==> config.mk <==
export PLATFORM = sky130hd
export DESIGN_NAME = pll_reset_sequencer
export DESIGN_NICKNAME = d
export VERILOG_FILES = /design/src/rtl/pll_seq_pkg.sv /design/src/rtl/sync_2ff.sv /design/src/rtl/pll_reset_sequencer.sv
export SDC_FILE = /design/constraint.sdc
export NUM_CORES = 1
export LEC_CHECK = 0
export ABC_AREA = 1
export BUFFER_PORTS_ARGS = -buffer_cell sky130_fd_sc_hd__buf_4
export CORE_MARGIN = 8
export CORE_UTILIZATION = 60
export DETAILED_ROUTE_END_ITERATION = 10
export PLACE_DENSITY_LB_ADDON = 0.1
export SYNTH_ARGS = -nofsm -noshare
export SYNTH_HDL_FRONTEND = slang
export SYNTH_SLANG_ARGS = --single-unit
==> constraint.sdc <==
create_clock -name clk -period 2.89 [get_ports clk]
set_clock_uncertainty 0.05 [all_clocks]
set_input_delay 0.578 -clock clk [delete_from_list [all_inputs] [get_ports clk]]
set_output_delay 0.578 -clock clk [all_outputs]
set_load 0.01 [all_outputs]
==> src/rtl/pll_seq_pkg.sv <==
// Shared state encoding and counter sizing for the PLL reset sequencer.
package pll_seq_pkg;

    localparam logic [2:0] ST_PLL_RESET = 3'd0;
    localparam logic [2:0] ST_WAIT_LOCK = 3'd1;
    localparam logic [2:0] ST_RELEASE   = 3'd2;
    localparam logic [2:0] ST_RUN       = 3'd3;
    localparam logic [2:0] ST_FAULT     = 3'd4;

    typedef enum logic [2:0] {
        PLL_RESET = ST_PLL_RESET,
        WAIT_LOCK = ST_WAIT_LOCK,
        RELEASE   = ST_RELEASE,
        RUN       = ST_RUN,
        FAULT     = ST_FAULT
    } state_t;

    // Number of bits needed to hold values 0..max_count.
    function automatic int unsigned cnt_width(input int unsigned max_count);
        int unsigned w;
        w = 1;
        while ((max_count >> w) != 0) begin
            w = w + 1;
        end
        return w;
    endfunction

endpackage

==> src/rtl/sync_2ff.sv <==
// Two-flop synchronizer for signals crossing into the clk domain.
module sync_2ff #(
    parameter int unsigned WIDTH = 1
) (
    input  logic             clk,
    input  logic             reset,
    input  logic [WIDTH-1:0] d,
    output logic [WIDTH-1:0] q
);

    logic [WIDTH-1:0] meta;

    always_ff @(posedge clk) begin
        if (reset) begin
            meta <= '0;
            q    <= '0;
        end else begin
            meta <= d;
            q    <= meta;
        end
    end

endmodule

==> src/rtl/pll_reset_sequencer.sv <==
// PLL reset/lock sequencer: pulses PLL reset, waits for stable lock, then
// releases domain resets one by one with retry and fault handling.
module pll_reset_sequencer
    import pll_seq_pkg::*;
#(
    parameter int unsigned NUM_RESETS          = 3,
    parameter int unsigned RESET_HOLD_CYCLES   = 16,
    parameter int unsigned LOCK_STABLE_CYCLES  = 256,
    parameter int unsigned LOCK_TIMEOUT_CYCLES = 65536,
    parameter int unsigned STAGGER_CYCLES      = 8,
    parameter int unsigned MAX_RETRIES         = 3
) (
    input  logic                               clk,
    input  logic                               reset,
    input  logic                               pll_lock,
    input  logic                               bypass_req,
    input  logic                               soft_reset,
    output logic                               pll_resetb,
    output logic                               pll_bypass,
    output logic [NUM_RESETS-1:0]              rst_out,
    output logic                               locked,
    output logic                               fault,
    output logic [$clog2(MAX_RETRIES+1)-1:0]   retry_count
);

    localparam int unsigned CW = cnt_width(LOCK_TIMEOUT_CYCLES);
    localparam int unsigned RW = $clog2(MAX_RETRIES + 1);

    localparam logic [CW-1:0] HOLD_LAST    = CW'(RESET_HOLD_CYCLES - 1);
    localparam logic [CW-1:0] STABLE_LAST  = CW'(LOCK_STABLE_CYCLES - 1);
    localparam logic [CW-1:0] TIMEOUT_LAST = CW'(LOCK_TIMEOUT_CYCLES - 1);
    localparam logic [CW-1:0] RELEASE_LAST = CW'((NUM_RESETS - 1) * STAGGER_CYCLES);
    localparam logic [RW-1:0] RETRY_LIMIT  = RW'(MAX_RETRIES);

    state_t                state;
    state_t                state_n;
    logic [CW-1:0]         cnt;
    logic [CW-1:0]         cnt_n;
    logic [CW-1:0]         stable;
    logic [CW-1:0]         stable_n;
    logic [RW-1:0]         retry_n;
    logic [RW-1:0]         retry_inc;
    logic [NUM_RESETS-1:0] rst_next;
    logic                  lock_s;
    logic                  lock_ok;

    sync_2ff #(
        .WIDTH(1)
    ) u_lock_sync (
        .clk   (clk),
        .reset (reset),
        .d     (pll_lock),
        .q     (lock_s)
    );

    // Bypass stands in for lock so a bypassed PLL never times out.
    assign lock_ok   = lock_s | pll_bypass;
    assign retry_inc = retry_count + 1'b1;

    always_comb begin
        state_n  = state;
        cnt_n    = cnt + 1'b1;
        stable_n = '0;
        retry_n  = retry_count;

        if (soft_reset) begin
            state_n = PLL_RESET;
            retry_n = '0;
        end else begin
            case (state)
                PLL_RESET: begin
                    if (cnt == HOLD_LAST) begin
                        state_n = WAIT_LOCK;
                    end
                end
                WAIT_LOCK: begin
                    if (lock_ok) begin
                        stable_n = stable + 1'b1;
                    end
                    if (lock_ok && (stable == STABLE_LAST)) begin
                        state_n = RELEASE;
                    end else if (cnt == TIMEOUT_LAST) begin
                        retry_n = retry_inc;
                        state_n = (retry_inc == RETRY_LIMIT) ? FAULT : PLL_RESET;
                    end
                end
                RELEASE: begin
                    if (!lock_ok) begin
                        state_n = PLL_RESET;
                    end else if (cnt == RELEASE_LAST) begin
                        state_n = RUN;
                    end
                end
                RUN: begin
                    if (!lock_ok || (bypass_req != pll_bypass)) begin
                        state_n = PLL_RESET;
                    end
                end
                FAULT: begin
                    state_n = FAULT;
                end
                default: begin
                    state_n = PLL_RESET;
                end
            endcase
        end

        if (soft_reset || (state_n != state)) begin
            cnt_n    = '0;
            stable_n = '0;
        end
        if (state_n == RUN) begin
            retry_n = '0;
        end
    end

    // Outputs are decoded from the next state so they change with the state register.
    always_comb begin
        rst_next = '1;
        case (state_n)
            RELEASE: begin
                for (int unsigned i = 0; i < NUM_RESETS; i++) begin
                    rst_next[i] = (cnt_n < CW'(i * STAGGER_CYCLES));
                end
            end
            RUN:     rst_next = '0;
            default: rst_next = '1;
        endcase
    end

    always_ff @(posedge clk) begin
        if (reset) begin
            state       <= PLL_RESET;
            cnt         <= '0;
            stable      <= '0;
            retry_count <= '0;
            pll_resetb  <= 1'b0;
            pll_bypass  <= 1'b0;
            rst_out     <= '1;
            locked      <= 1'b0;
            fault       <= 1'b0;
        end else begin
            state       <= state_n;
            cnt         <= cnt_n;
            stable      <= stable_n;
            retry_count <= retry_n;
            pll_resetb  <= (state_n == WAIT_LOCK) || (state_n == RELEASE) || (state_n == RUN);
            pll_bypass  <= bypass_req;
            rst_out     <= rst_next;
            locked      <= (state_n == RUN);
            fault       <= (state_n == FAULT);
        end
    end

endmodule

==> results.toml <==
[pwr]
p_sw_share_pct = 21.3
fin_total_pwr_mw = 1.10
seqPwrFrac_pct = 60.3
power.density_nw_per_um2 = 423
power_leakage_nw = 1.07
p_switching_mw = 0.235
p_clk_share_pct = 37.1
combinationalPowerShare_pct = 2.6
irDropWorstVdd_uv = 275
intPower_mw = 0.869

[sta]
post-route-period-util_pct = 90.1
setup_tns_ns = 0
fin_crit_ns = 2.60
drv_slew = 0
setup_ws_ns = 0.286
relSlewSlack_pct = 75.6
fmax_mhz = 384
worstMarginPinSlew_ns = 0.364
whs_ns = 0.361
hold_viol_final = 0
rsz0062_at_grt = "false"
finalSetupViolations = 0

[placed_design]
routabilityCongestion = 0.832
dp_hpwl_um = 3540
portBuffers = 13
place_area_um2 = 2520
dp_slack_ns = 0.313
placedCellCount = 392

[logic_synthesis]
yosysWarnings = 0
synthCells = 331
syn_avg_cell_area_um2 = 7.17
syn_nets = 342
yosys_register_bits = 48
syn-cell-area_um2 = 2370
yosysSeqAreaShare_pct = 40.5
post_synth_num_cell_types = 29

[worst_setup_path]
required_ns = 3.07
critPathCaptureType = "flop"
worst_setup_path_start_kind = "flop"
worst-path-max-fanout = 17
criticalPathCategory = "flop to flop"
rr_worst_depth = 15
slowest_stage = "dfxtp_1"
crit_path_frequent_cell = "nand3_1"
crit_chain = "nand2_1, nor3_1, nand3_1, inv_1, nand4_1, nor2_1, ha_1, inv_1, nand3_1, nand2_2, nand3_1, nand3_1, nor2_4, nand4_4, nor2_1"
crit_arrival_ns = 2.78
critPathMaxStageDelay_ns = 0.41

[drt]
drt-initial-drc-count = 135
antenna_left = 0
firstDrtPassIters = 4
wirelength_um = 4550
wire_per_inst_um = 11.4
drc = 0
vias_per_cell = 4.96
vias = 1984

[finish]
drive_above_1_share_pct = 12.3
antenna_cells = 0
layout.nets = 360
syn_to_final_growth_pct = 10.0
fin_area_um2 = 2610
finish.utilization_pct = 66.7
finalNonFillerCells = 400
nFillCells = 373

[floorplanning]
initial_core_util_pct = 60.6
core_area_um2 = 3910
dieArea_um2 = 6220
dieWidth_um = 78.9
io_pins = 14
row_count = 23
die_h_um = 78.9

[clocking]
cts_resized = 0
cts.sinks = 48
cts_made_buffers = 5
htree_levels = 2
insertion_delay_ns = 0.31
cts_tree = "built"
hold_buffers = 0
cts_buffer_depth = 2
postCtsSetupBuffers = 0
cts_root_buf = "clkbuf_8"
clk_pin_slew_ns = 0.09

[hold_path]
hp-class = "flop to flop"
holdPathStages = 2

[grt]
track_usage_pct = 16.0
grt_pass1_vias = 1933
grt_start_max_net_pins = 18
grt_pass1_wl_um = 8140
overflow = 0
antenna_found_initial = 0

[outcome]
status = "finished clean"

[job]
max_cap_viol_count = 0
-- state kept, by name, summed over array words and instances (netlist names), 2 cells and up --
signal	flops
state	3
stable	17
rst_out	3
cnt	17
retry_count	2
-- power by group through the flow --
stage,logic (mW),registers (mW),clock network [mW]
after global routing,0.0324,0.667,0.455
final,0.0288,0.666,0.410
after floorplan,0.0192,0.682,0
after CTS,0.0294,0.666,0.420
after detailed placement,0.0294,0.682,0
after global placement,0.0292,0.682,0
-- worst paths after layout --
check	from	to	slack, ns
setup / recovery	cnt[6]$_SDFF_PP0_	stable[4]$_SDFF_PP0_	0.29
hold reg to reg	u_lock_sync.meta$_SDFF_PP0_	u_lock_sync.q$_SDFF_PP0_	0.36
hold / removal	u_lock_sync.meta$_SDFF_PP0_	u_lock_sync.q$_SDFF_PP0_	0.36
setup reg to reg	cnt[6]$_SDFF_PP0_	stable[4]$_SDFF_PP0_	0.29
-- worst max-delay path, delay by kind of cell (launching register included) --
kind / cells / cell delay [ns]
AND/OR/NAND/NOR: 12 / 1.74
flip-flops: 1 / 0.41
buffers and inverters: 2 / 0.15
adder cells (fa/ha/maj): 1 / 0.17
-- Yosys cell counts, drive strengths merged --
cell type   n  share of area [%]
o31ai       1               0.32
nor4        1               0.26
xor2       15                5.5
nor3       12                3.5
clkbuf      1               0.16
o21bai      1               0.32
nand3      25                5.7
inv        42                6.6
or2         1               0.26
and3        1               0.26
buf         2               0.69
nand4      12                3.8
o21ai       3               0.63
xnor2       4                1.5
a21boi      1               0.32
clkinv      1               0.16
nor2       79                 14
ha          6                3.2
nand2      72                 12
dfxtp      48                 41
a21oi       3               0.63
-- cell type report --
class | count | area [um^2] | area share [%]
tap | 50 | 62.6 | 2.40
timing repair buffer | 14 | 105 | 4.03
clock buffer | 8 | 90.1 | 3.45
sequential | 48 | 961 | 36.8
inverter | 43 | 161 | 6.18
multi-input combinational | 237 | 1230 | 47.1
-- cells by family (layout without fill, tap and decap cells) --
logic type,count (synthesis),in the layout,synth area share [%]
buf+inv,46,65,7.65
simple gates,203,203,39.5
fa+ha+maj,6,6,3.16
flops,48,48,40.5
compound gates,9,9,2.22
xor+xnor,19,19,7.01
-- cell usage in the layout, fill, tap and decap left out, types with 2 or more instances in the layout --
master / Yosys / routed
nand2_1: 69 / 69
nor2_1: 67 / 67
dfxtp_1: 48 / 48
inv_1: 40 / 40
nand3_1: 23 / 23
xor2_1: 15 / 15
buf_4: 0 / 14
nand4_1: 11 / 11
nor2_2: 11 / 11
nor3_1: 10 / 10
ha_1: 6 / 6
clkbuf_8: 0 / 6
xnor2_1: 4 / 4
o21ai_0: 3 / 3
nand2_2: 3 / 3
a21oi_1: 3 / 3
nand3_2: 2 / 2
nor3_4: 2 / 2
inv_2: 2 / 2
clkbuf_1: 1 / 2
-- metal layers --
layer	vias to the layer above	global-route usage (%)	wire [um]
li1	1074	-	-
met1	882	18.6	2090
met2	21	27.9	2240
met3	7	4.18	156
met4	0	5.00	61
met5	-	0	0
No activity file was read; power rests on OpenSTA's default activity.
